## config.mk

```make
export PLATFORM = sky130hd
export DESIGN_NAME = corrector
export DESIGN_NICKNAME = d
export VERILOG_FILES = /design/src/rtl/corrector.sv
export SDC_FILE = /design/constraint.sdc
export NUM_CORES = 2
export LEC_CHECK = 0
export CAP_MARGIN = 20
export CORE_MARGIN = 2
export CORE_UTILIZATION = 40
export DETAILED_ROUTE_END_ITERATION = 12
export GPL_ROUTABILITY_DRIVEN = 0
export HOLD_SLACK_MARGIN = 0.02
export PLACE_DENSITY = 0.65
export SLEW_MARGIN = 20
export SYNTH_ARGS = -nofsm -noshare
export SYNTH_HDL_FRONTEND = slang
export SYNTH_SLANG_ARGS = --single-unit
```

## constraint.sdc

```tcl
create_clock -name clk -period 16.5 [get_ports clk]
set_clock_uncertainty 0.2 [all_clocks]
set_input_delay 3.3 -clock clk [delete_from_list [all_inputs] [get_ports clk]]
set_output_delay 3.3 -clock clk [all_outputs]
set_load 0.05 [all_outputs]
```

## src/rtl/corrector.sv

```systemverilog
`default_nettype none
// ---------------------------------------------------------------------------
// corrector : RS (t=2) GF(256) corrector - buffer, solve, Chien search, emit.
// Option macro RSDEC_STRIP_PARITY_EN: parity bytes corrected but not emitted.
// Revision 1.0
// ---------------------------------------------------------------------------
module corrector #(
  parameter int SEG_LEN = 176
) (
  input  logic       clk,
  input  logic       reset,
  input  logic       abort,
  input  logic [7:0] dataI,
  input  logic       dataValid,
  input  logic [7:0] s0,
  input  logic [7:0] s1,
  input  logic [7:0] s2,
  input  logic [7:0] s3,
  input  logic       synReady,
  output logic       busy,
  output logic [7:0] dataO,
  output logic       dataOValid,
  output logic       segDone,
  output logic [1:0] errCount,
  output logic       uncorrectable
);

`ifdef RSDEC_STRIP_PARITY_EN
  localparam int N_OUT = SEG_LEN - 4;
`else
  localparam int N_OUT = SEG_LEN;
`endif
  localparam logic [7:0] c_SEG   = 8'(SEG_LEN);
  localparam logic [7:0] c_LAST  = 8'(SEG_LEN - 1);
  localparam logic [7:0] c_NOUT  = 8'(N_OUT);
  localparam logic [7:0] c_OLAST = 8'(N_OUT - 1);

  typedef enum logic [2:0] {ST_IDLE, ST_FILL, ST_SOLVE, ST_SEARCH, ST_EMIT} state_t;
  typedef enum logic [1:0] {M_NONE, M_ONE, M_TWO, M_FAIL} mode_t;

  function automatic logic [7:0] gf_mul(input logic [7:0] a, input logic [7:0] b);
    logic [7:0] p, x;
    p = 8'h00;
    x = a;
    for (int i = 0; i < 8; i++) begin
      if (b[i]) p = p ^ x;
      x = {x[6:0], 1'b0} ^ (x[7] ? 8'h1D : 8'h00);
    end
    return p;
  endfunction

  // a^254 = product of a^2, a^4, ..., a^128; maps 0 to 0
  function automatic logic [7:0] gf_inv(input logic [7:0] a);
    logic [7:0] r, sq;
    r  = 8'h01;
    sq = a;
    for (int i = 1; i < 8; i++) begin
      sq = gf_mul(sq, sq);
      r  = gf_mul(r, sq);
    end
    return r;
  endfunction

  function automatic logic [7:0] loc_step(input logic [7:0] a);
    return {a[0], a[7:5], a[4] ^ a[0], a[3] ^ a[0], a[2] ^ a[0], a[1]};
  endfunction

  function automatic logic is_root(input mode_t m, input logic [7:0] x, input logic [7:0] xs,
                                   input logic [7:0] g1, input logic [7:0] g2);
    logic r;
    r = 1'b0;
    if (m == M_ONE) r = (x == xs);
    else if (m == M_TWO) r = ((gf_mul(x, x) ^ gf_mul(g1, x) ^ g2) == 8'h00);
    return r;
  endfunction

  state_t     state_q, state_d;
  mode_t      mode_q, mode_d;
  logic [7:0] k_q, k_d;
  logic       lenerr_q, lenerr_d;
  logic [7:0] s0_q, s0_d, s1_q, s1_d, s2_q, s2_d, s3_q, s3_d;
  logic [7:0] invs0_q, invs0_d, dt_q, dt_d, invdt_q, invdt_d, xs_q, xs_d;
  logic [7:0] sig1n_q, sig1n_d, sig1_q, sig1_d, sig2_q, sig2_d, invsig1_q, invsig1_d;
  logic [1:0] roots_q, roots_d;
  logic [7:0] loc_q, loc_d;
  logic [7:0] dout_q, dout_d;
  logic       dov_q, dov_d, done_q, done_d, unc_q, unc_d;
  logic [1:0] errc_q, errc_d;

  logic [7:0] mem [SEG_LEN];
  logic       w_we;
  logic [7:0] w_waddr;

  logic [7:0] w_sig1, w_inv_in, w_inv;
  logic       w_sroot, w_eroot, w_emitting;
  logic [1:0] w_roots_nx;
  mode_t      w_mode_fin, w_emode;
  logic [7:0] w_eidx, w_eloc, w_eval, w_dout;

  assign w_sig1 = gf_mul(sig1n_q, invdt_q);

  // Single inverter shared by the three solve cycles
  always_comb begin
    case (k_q[1:0])
      2'd0:    w_inv_in = s0_q;
      2'd1:    w_inv_in = dt_q;
      default: w_inv_in = w_sig1;
    endcase
  end
  assign w_inv = gf_inv(w_inv_in);

  assign w_sroot    = is_root(mode_q, loc_q, xs_q, sig1_q, sig2_q);
  assign w_roots_nx = (roots_q == 2'd3) ? 2'd3 : roots_q + {1'b0, w_sroot};

  always_comb begin
    w_mode_fin = mode_q;
    if ((mode_q == M_ONE && w_roots_nx != 2'd1) || (mode_q == M_TWO && w_roots_nx != 2'd2))
      w_mode_fin = M_FAIL;
  end

  // Output registers are loaded one cycle ahead: byte 0 during the last search cycle
  assign w_emitting = (state_q == ST_SEARCH && k_q == c_LAST) || (state_q == ST_EMIT && k_q < c_NOUT);
  assign w_eidx     = (state_q == ST_EMIT && k_q < c_NOUT) ? k_q : 8'd0;
  assign w_eloc     = (state_q == ST_EMIT) ? loc_q : 8'hFF;
  assign w_emode    = (state_q == ST_EMIT) ? mode_q : w_mode_fin;
  assign w_eroot    = is_root(w_emode, w_eloc, xs_q, sig1_q, sig2_q);

  always_comb begin
    w_eval = 8'h00;
    if (w_eroot && w_emode == M_ONE) w_eval = s0_q;
    else if (w_eroot && w_emode == M_TWO)
      w_eval = gf_mul(s1_q ^ gf_mul(s0_q, w_eloc ^ sig1_q), invsig1_q);
  end
  assign w_dout = mem[w_eidx] ^ w_eval;

  always_comb begin
    state_d = state_q;   mode_d = mode_q;     k_d = k_q;           lenerr_d = lenerr_q;
    s0_d = s0_q;         s1_d = s1_q;         s2_d = s2_q;         s3_d = s3_q;
    invs0_d = invs0_q;   dt_d = dt_q;         invdt_d = invdt_q;   xs_d = xs_q;
    sig1n_d = sig1n_q;   sig1_d = sig1_q;     sig2_d = sig2_q;     invsig1_d = invsig1_q;
    roots_d = roots_q;   loc_d = loc_q;       dout_d = dout_q;
    dov_d = 1'b0;        done_d = 1'b0;       errc_d = 2'd0;       unc_d = 1'b0;
    w_we = 1'b0;         w_waddr = k_q;
    case (state_q)
      ST_IDLE: begin
        if (dataValid) begin
          w_we = 1'b1;  w_waddr = 8'd0;  k_d = 8'd1;  lenerr_d = 1'b0;  state_d = ST_FILL;
        end
      end
      ST_FILL: begin
        if (dataValid) begin
          if (k_q < c_SEG) begin
            w_we = 1'b1;  k_d = k_q + 8'd1;
          end else begin
            lenerr_d = 1'b1;
          end
        end
        if (synReady) begin
          s0_d = s0;  s1_d = s1;  s2_d = s2;  s3_d = s3;
          if (k_d != c_SEG) lenerr_d = 1'b1;
          k_d = 8'd0;  state_d = ST_SOLVE;
        end
      end
      ST_SOLVE: begin
        k_d = k_q + 8'd1;
        case (k_q)
          8'd0: begin
            invs0_d = w_inv;
            dt_d    = gf_mul(s1_q, s1_q) ^ gf_mul(s0_q, s2_q);
          end
          8'd1: begin
            invdt_d = w_inv;
            xs_d    = gf_mul(s1_q, invs0_q);
            sig1n_d = gf_mul(s0_q, s3_q) ^ gf_mul(s1_q, s2_q);
          end
          default: begin
            sig1_d    = w_sig1;
            sig2_d    = gf_mul(gf_mul(s1_q, s3_q) ^ gf_mul(s2_q, s2_q), invdt_q);
            invsig1_d = w_inv;
            if (lenerr_q) mode_d = M_FAIL;
            else if ({s0_q, s1_q, s2_q, s3_q} == 32'd0) mode_d = M_NONE;
            else if (dt_q == 8'h00 && s0_q != 8'h00 && s1_q != 8'h00 &&
                     gf_mul(s1_q, s3_q) == gf_mul(s2_q, s2_q)) mode_d = M_ONE;
            else if (dt_q != 8'h00 && w_sig1 != 8'h00) mode_d = M_TWO;
            else mode_d = M_FAIL;
            roots_d = 2'd0;  loc_d = 8'hFF;  k_d = 8'd0;  state_d = ST_SEARCH;
          end
        endcase
      end
      ST_SEARCH: begin
        roots_d = w_roots_nx;
        loc_d   = loc_step(loc_q);
        k_d     = k_q + 8'd1;
        if (k_q == c_LAST) begin
          mode_d = w_mode_fin;  loc_d = loc_step(8'hFF);  k_d = 8'd1;  state_d = ST_EMIT;
        end
      end
      ST_EMIT: begin
        if (k_q < c_NOUT) begin
          k_d = k_q + 8'd1;  loc_d = loc_step(loc_q);
        end else begin
          k_d = 8'd0;  lenerr_d = 1'b0;  state_d = ST_IDLE;
        end
      end
      default: state_d = ST_IDLE;
    endcase
    if (w_emitting) begin
      dov_d  = 1'b1;
      dout_d = w_dout;
      if (w_eidx == c_OLAST) begin
        done_d = 1'b1;
        errc_d = (w_emode == M_ONE) ? 2'd1 : (w_emode == M_TWO) ? 2'd2 : 2'd0;
        unc_d  = (w_emode == M_FAIL);
      end
    end
    if (abort) begin
      state_d = ST_IDLE;  k_d = 8'd0;  lenerr_d = 1'b0;  w_we = 1'b0;
      dov_d = 1'b0;  done_d = 1'b0;  errc_d = 2'd0;  unc_d = 1'b0;
    end
  end

  always_ff @(posedge clk) begin
    if (w_we) mem[w_waddr] <= dataI;
  end

  always_ff @(posedge clk or negedge reset) begin
    if (!reset) begin
      state_q <= ST_IDLE;  mode_q <= M_NONE;  k_q <= 8'd0;      lenerr_q <= 1'b0;
      s0_q <= 8'h00;       s1_q <= 8'h00;     s2_q <= 8'h00;    s3_q <= 8'h00;
      invs0_q <= 8'h00;    dt_q <= 8'h00;     invdt_q <= 8'h00; xs_q <= 8'h00;
      sig1n_q <= 8'h00;    sig1_q <= 8'h00;   sig2_q <= 8'h00;  invsig1_q <= 8'h00;
      roots_q <= 2'd0;     loc_q <= 8'hFF;    dout_q <= 8'h00;
      dov_q <= 1'b0;       done_q <= 1'b0;    errc_q <= 2'd0;   unc_q <= 1'b0;
    end else begin
      state_q <= state_d;  mode_q <= mode_d;  k_q <= k_d;       lenerr_q <= lenerr_d;
      s0_q <= s0_d;        s1_q <= s1_d;      s2_q <= s2_d;     s3_q <= s3_d;
      invs0_q <= invs0_d;  dt_q <= dt_d;      invdt_q <= invdt_d; xs_q <= xs_d;
      sig1n_q <= sig1n_d;  sig1_q <= sig1_d;  sig2_q <= sig2_d; invsig1_q <= invsig1_d;
      roots_q <= roots_d;  loc_q <= loc_d;    dout_q <= dout_d;
      dov_q <= dov_d;      done_q <= done_d;  errc_q <= errc_d; unc_q <= unc_d;
    end
  end

  assign busy          = (state_q == ST_SOLVE) || (state_q == ST_SEARCH) || (state_q == ST_EMIT);
  assign dataO         = dout_q;
  assign dataOValid    = dov_q;
  assign segDone       = done_q;
  assign errCount      = errc_q;
  assign uncorrectable = unc_q;

endmodule
`default_nettype wire

```

# After elaboration in Yosys (flattened, before gate mapping)
# Memory sizes are Yosys's and may differ from the RTL's.
# Index checks and enable logic that the tools add are counted.
[totals] reg_bits=133 ramBits=1408 in_bits=45 mem_count=1
[mem_list] name="mem" words=176 width=8 read_ports=1 rd_ports_with_merged_regs=0 wr=1 line="90" source="logic [7:0] mem [SEG_LEN];"
[classes] n_addsub=2 n_lt_le_gt_ge=1 n_eq_ne=28 n_mux=754 bitwise=385 reduce_logical=40
[op_table] operator="two-way mux 8 bit" n=539
[op_table] operator="XOR 8 bit" n=220
[op_table] operator="XOR 8 x 5 -> 8 bit" n=154
[op_table] operator="two-way mux 5 bit" n=155
[op_table] operator="case mux 8 bit (5 select lines)" n=1
[op_table] operator="logical NOT 32 bit" n=1
[op_table] operator="logical NOT 8 bit" n=4
[op_table] operator="nonzero test 8 bit" n=4
[op_table] operator="two-way mux 2 bit" n=15
[op_table] operator="two-way mux 1 bit" n=27
[op_table] operator="== test 8 bit" n=3
[op_table] operator="case mux 8 bit (3 select lines)" n=1
[op_table] operator="two-way mux 3 bit" n=7
[op_table] operator="== test 8 bit, second input constant" n=2
[op_table] operator="case mux 8 bit (2 select lines)" n=1
[op_table] operator="!= test 3 bit, second input constant" n=5
[op_table] operator="case mux 3 bit (5 select lines)" n=1
[op_table] operator="AND reduction 2 bit" n=6
[op_table] operator="logical AND 1 bit" n=10
[op_table] operator="AND reduction 3 bit" n=3
[op_table] operator="adder 8 x 1 -> 8 bit, second input constant" n=1
[op_table] operator="== test 2 bit, second input constant" n=4
[op_table] operator="== test 8 x 1 -> 1 bit, second input constant" n=1
[op_table] operator="less-than comparator 8 bit, second input constant" n=1
[op_table] operator="other kinds (26)" n=44

# Logic depth before layout (Yosys ltp)
[logic_depth] ltp_word=144 ltp_mapped=70 ltp_nobuf=54

# Worst setup path after synthesis
# No wires, ideal clock.
[synth_timing] kind="reg-to-reg" from="register sig1n_q[7]" to="register invsig1_q[2]" setup_ns=0.128 arrival_ns=15.590 required_time_ns=16.172 path_slack_ns=0.582 path_stages_with_launch=65 cell_sequence="dfrtp_1 buf_4 xor2_1 xnor2_1 nand2_1 xnor2_1 xnor2_1 a21oi_1 buf_2 inv_2 buf_6 ha_1 buf_1 xnor2_1 nand3b_1 a31o_2 xor2_2 xnor2_2 [... 29 more ...] or2_1 buf_2 xor3_1 nor2_1 xnor3_1 xnor3_2 xnor3_2 xnor3_1 a221oi_1 xnor3_4 xor2_4 xnor2_2 nor2_1 xnor2_1 xnor2_1 xnor3_1 xnor2_1 o21ai_1"
[synth_between] elab_chain_len=141
[synth_lines] item="start, declared" line="83" source="logic [7:0] sig1n_q, sig1n_d, sig1_q, sig1_d, sig2_q, sig2_d, invsig1_q, invsig1_d;"
[synth_lines] item="start signal, assigned" line="238" source="sig1n_q <= sig1n_d; sig1_q <= sig1_d; sig2_q <= sig2_d; invsig1_q <= invsig1_d;"
[synth_lines] item="two-way mux 5 bit" line="47" source="x = {x[6:0], 1'b0} ^ (x[7] ? 8'h1D : 8'h00);"
[synth_lines] item="XOR 8 x 5 -> 8 bit" line="47"
[synth_lines] item="XOR 8 bit" line="46" source="if (b[i]) p = p ^ x;"
[synth_lines] item="two-way mux 8 bit" line="46"
[synth_lines] item="XOR 8 bit" line="46"
[synth_lines] item="two-way mux 8 bit" line="46"
[synth_lines] item="XOR 8 bit" line="46"
[synth_lines] item="two-way mux 8 bit" line="46"
[synth_lines] item="[... 125 more ...]"
[synth_lines] item="XOR 8 bit" line="46"
[synth_lines] item="two-way mux 8 bit" line="46"
[synth_lines] item="XOR 8 bit" line="46"
[synth_lines] item="two-way mux 8 bit" line="46"
[synth_lines] item="XOR 8 bit" line="46"
[synth_lines] item="two-way mux 8 bit" line="46"
[synth_lines] item="XOR 8 bit" line="46"
[synth_lines] item="two-way mux 8 bit (*)" line="46"
[synth_lines] item="end signal, assigned" line="238"
[synth_lines] item="end, declared" line="83"
# Every way passes the cells marked *; elsewhere a longest branch is shown, timed or not.
# A chain may end at the register's enable or synchronous reset.

# Final worst setup path
[layout_timing] from="register sig1n_q[5]" to="register invdt_q[5]"
[layout_between] elab_chain_len=139
[layout_lines] item="XOR 8 x 5 -> 8 bit or two-way mux 8 bit (tied branches)" line="47, 46"
[layout_lines] item="XOR 8 bit or XOR 8 x 5 -> 8 bit (tied branches)" line="46, 47"
[layout_lines] item="two-way mux 8 bit or XOR 8 bit (tied branches)" line="46"
[layout_lines] item="XOR 8 bit or two-way mux 8 bit (tied branches)" line="46"
[layout_lines] item="two-way mux 8 bit or XOR 8 bit (tied branches)" line="46"
[layout_lines] item="XOR 8 bit or two-way mux 8 bit (tied branches)" line="46"
[layout_lines] item="two-way mux 8 bit or XOR 8 bit (tied branches)" line="46"
[layout_lines] item="XOR 8 bit or two-way mux 8 bit (tied branches)" line="46"
[layout_lines] item="[... 123 more ...]"
[layout_lines] item="XOR 8 bit" line="46"
[layout_lines] item="two-way mux 8 bit" line="46"
[layout_lines] item="XOR 8 bit" line="46"
[layout_lines] item="two-way mux 8 bit" line="46"
[layout_lines] item="XOR 8 bit" line="46"
[layout_lines] item="two-way mux 8 bit" line="46"
[layout_lines] item="XOR 8 bit" line="46"
[layout_lines] item="two-way mux 8 bit (*)" line="46"
[layout_lines] item="end signal, assigned" line="237" source="invs0_q <= invs0_d; dt_q <= dt_d; invdt_q <= invdt_d; xs_q <= xs_d;"
[layout_lines] item="end, declared" line="82" source="logic [7:0] invs0_q, invs0_d, dt_q, dt_d, invdt_q, invdt_d, xs_q, xs_d;"
# Marks and branches as above.

==> impl_metrics.json <==
{
  "status": "finished clean",
  "stdcell_area_mm2": 0.0995,
  "dieHeight_um": 479,
  "gr-total-overflow": 0,
  "syn_nets": 8838,
  "slew_headroom_pct": 16.9,
  "crit_required_ps": 16970,
  "critPathMaxStageDelay_ps": 660,
  "path_max_fanout": 9,
  "synth_seq_area_share_pct": 50.6,
  "core.rowCount": 174,
  "hp-class": "reg -> reg",
  "path_common_cell": "xnor3_1",
  "place_ws_ps": -66.4,
  "areaGrowthSynthToFinish_pct": 10.3,
  "finalCritPeriodShare_pct": 96.2,
  "first_global_vias": 65300,
  "avgSynthCellArea_um2": 10.3,
  "die_w_um": 479,
  "slowest_stage": "xnor3_4",
  "hold_slack_ps": 314,
  "fill_cells": 20600,
  "antenna_found_initial": 6,
  "path_buf_inv": 5,
  "startpoint_type": "flop",
  "synth_cells": 8768,
  "grtUsageTotal_pct": 22.4,
  "drc": 0,
  "clk_pin_slew_ps": 60,
  "cp_top_family": "XOR/XNOR gates",
  "ys.flop_type": "edfxtp_1",
  "core-area_mm2": 0.224,
  "drv_cap": 0,
  "wl_per_cell_um": 22.7,
  "synth-edff-count": 1408,
  "ant_nets": 0,
  "yosys_warnings": 0,
  "initial_utilization_pct": 40.2,
  "instances_no_fill": 11700,
  "dp_cells": 11400,
  "drt_iter0_drc": 8372,
  "drive_gt1_share_pct": 8.65,
  "grt_pass1_wl_um": 403000,
  "dieArea_mm2": 0.229,
  "dp_hpwl_um": 163000,
  "synth_cell_type_count": 113,
  "period_minus_slack_ps": 15880,
  "clkSinkCount": 1541,
  "viasPerCell": 5.85,
  "cts_tree": "yes",
  "path_class": "reg -> reg",
  "reg2reg_slack_ps": 620,
  "grt_max_degree": 189,
  "io_pins": 59,
  "finalMaxSlewViolations": 0,
  "ys_ff_latch": 1541,
  "async_flop_share_pct": 8.63,
  "cts_buffer_depth": 3,
  "worst_slack_ps": 623,
  "end_kind": "flop",
  "fin_nets": 8624,
  "clk_root_buffer_cell": "clkbuf_16",
  "num_vias": 68300,
  "first_pass_iters": 7,
  "worst_pin_slew_ps": 1230,
  "fmax_ghz": 0.0630,
  "clk_latency_ps": 810,
  "finalHoldViolations": 0,
  "finalSetupViolations": 0,
  "io_buffers": 58,
  "cp.arrival_ps": 16340,
  "wl_um": 265000,
  "netlist_area_mm2": 0.0902,
  "h-tree-depth": 4,
  "cts_buffers": 155,
  "dpl_cell_area_mm2": 0.0939
}
## what timing repair did
item,CTS,global route
pin swaps,1,9
hold buffers,0,0
setup buffers,4,23
hold endpoints to repair,0,0
setup endpoints to repair,18,24
resized for setup,2,70
## sequential cells by signal, indices dropped and copies added, names as in the netlist
register,cells
mem,1408
s2_q,8
dt_q,8
sig1_q,8
invs0_q,8
invsig1_q,8
state_q,3
s3_q,8
errCount,2
roots_q,2
xs_q,8
k_q,8
loc_q,8
sig2_q,8
segDone,1
uncorrectable,1
invdt_q,8
s0_q,8
dataO,8
lenerr_q,1
sig1n_q,8
dataOValid,1
s1_q,8
mode_q,2
## layout make-up
type                    instances  area (um2)  share of cell area [%]
multi-input cells            6461       42200                    42.4
clock inverters                87         836                   0.840
flip-flops and latches       1541       45600                    45.9
well taps                    2992        3740                    3.76
clock buffers                 196        4160                    4.18
repair buffers                334        2750                    2.76
diodes                          3        7.51                 0.00754
inverters                      61         231                   0.233
## synthesized netlist by cell type, types with 10 or more instances
| cell | number | area [um2] |
|---|---|---|
| o21ai_0 | 263 | 1320 |
| a31oi_1 | 107 | 669 |
| inv_1 | 44 | 165 |
| clkbuf_1 | 570 | 2140 |
| dfrtp_1 | 125 | 3130 |
| mux2_2 | 52 | 586 |
| o22ai_1 | 87 | 544 |
| xnor3_1 | 112 | 2520 |
| a311oi_1 | 88 | 771 |
| a21o_1 | 11 | 82.6 |
| buf_2 | 37 | 185 |
| a21oi_1 | 251 | 1260 |
| xor2_2 | 13 | 211 |
| buf_1 | 76 | 285 |
| nor2b_1 | 26 | 163 |
| nand3b_1 | 12 | 90.1 |
| xor2_1 | 290 | 2540 |
| xor3_1 | 14 | 333 |
| a222oi_1 | 21 | 210 |
| edfxtp_1 | 1408 | 42300 |
| o31ai_1 | 12 | 90.1 |
| or2_2 | 12 | 75.1 |
| a211oi_1 | 97 | 728 |
| nor2_1 | 607 | 2280 |
| xnor2_1 | 1023 | 8960 |
| or3_1 | 15 | 93.8 |
| ha_1 | 25 | 313 |
| a22oi_1 | 58 | 435 |
| o211ai_1 | 40 | 300 |
| nand4_1 | 18 | 113 |
| nand3_1 | 466 | 2330 |
| nor3b_1 | 10 | 75.1 |
| xnor2_2 | 23 | 374 |
| and3_1 | 29 | 181 |
| a221oi_1 | 286 | 2500 |
| nor3_1 | 268 | 1340 |
| o21ai_1 | 29 | 145 |
| mux2_1 | 13 | 146 |
| nand2b_1 | 32 | 200 |
| buf_4 | 20 | 150 |
| nor4_1 | 27 | 169 |
| mux2i_1 | 90 | 901 |
| nand2_1 | 1729 | 6490 |
| and2_1 | 23 | 144 |
## path summary, 6_finish.rpt
kind                       startpoint         end  cells past startpoint
min                           dt_q[3]     dt_q[3]                      2
min in group asynchronous       reset  sig1n_q[5]                      1
max reg2reg                sig1n_q[5]  invdt_q[5]                     54
max                        sig1n_q[5]  invdt_q[5]                     54
min reg2reg                   dt_q[3]     dt_q[3]                      2
max in group asynchronous       reset      k_q[0]                      2
## metal layers
layer / up-vias / track usage [%] / wire length [um]
met3: 567 / 3.61 / 23400
met1: 33300 / 31.0 / 110000
met2: 3366 / 35.3 / 122000
met4: 0 / 8.47 / 10000
met5: - / 0 / 0
li1: 31000 / - / -
## worst reg2reg max path, delay by kind of cell (launching register included)
family / cells / cell delay (ps)
flops: 1 / 520
buf+inv: 5 / 740
mux: 1 / 300
simple gates: 9 / 2130
xor+xnor: 24 / 7680
fa+ha+maj: 2 / 710
compound gates: 13 / 3460
## per-stage QoR
step,utilization (%),TNS [ps]
2_1_floorplan,-,0
3_3_place_gp,41.8,0
3_5_place_dp,41.8,-194
4_1_cts,44.1,-8.48
5_1_grt,44.3,-77.4
6_report,44.3,0
## logic make-up (layout without fill, tap and decap cells)
| kind of cell | Yosys count | after routing | share of synthesized area, % |
|---|---|---|---|
| flops | 1541 | 1541 | 50.6 |
| other cells | 0 | 3 | 0 |
| simple gates | 3311 | 3311 | 15.6 |
| mux | 156 | 156 | 1.82 |
| compound gates | 1481 | 1481 | 11.4 |
| buf+inv | 766 | 678 | 3.34 |
| fa+ha+maj | 25 | 25 | 0.347 |
| xor+xnor | 1488 | 1488 | 16.9 |
## cell usage in the layout, fill, tap and decap left out, types with 33 or more instances in the layout
cell type	instances
a31oi_1	106
xnor3_1	104
nor3_1	264
clkbuf_1	33
o21ai_0	262
xnor2_1	1000
a22oi_1	57
xor2_1	280
a211oi_1	97
nand3_1	466
nor2_1	604
clkinv_1	44
o211ai_1	40
xnor2_2	41
a21oi_1	248
buf_4	267
inv_1	44
a221oi_1	286
nand2_1	1722
mux2_2	52
edfxtp_1	1408
dfrtp_1	114
clkbuf_16	159
mux2i_1	90
a311oi_1	88
o22ai_1	87
clkdlybuf4s50_1	49
Power is not shown: default switching activity piles up to over one toggle a cycle in this logic, so the estimate is an artifact.
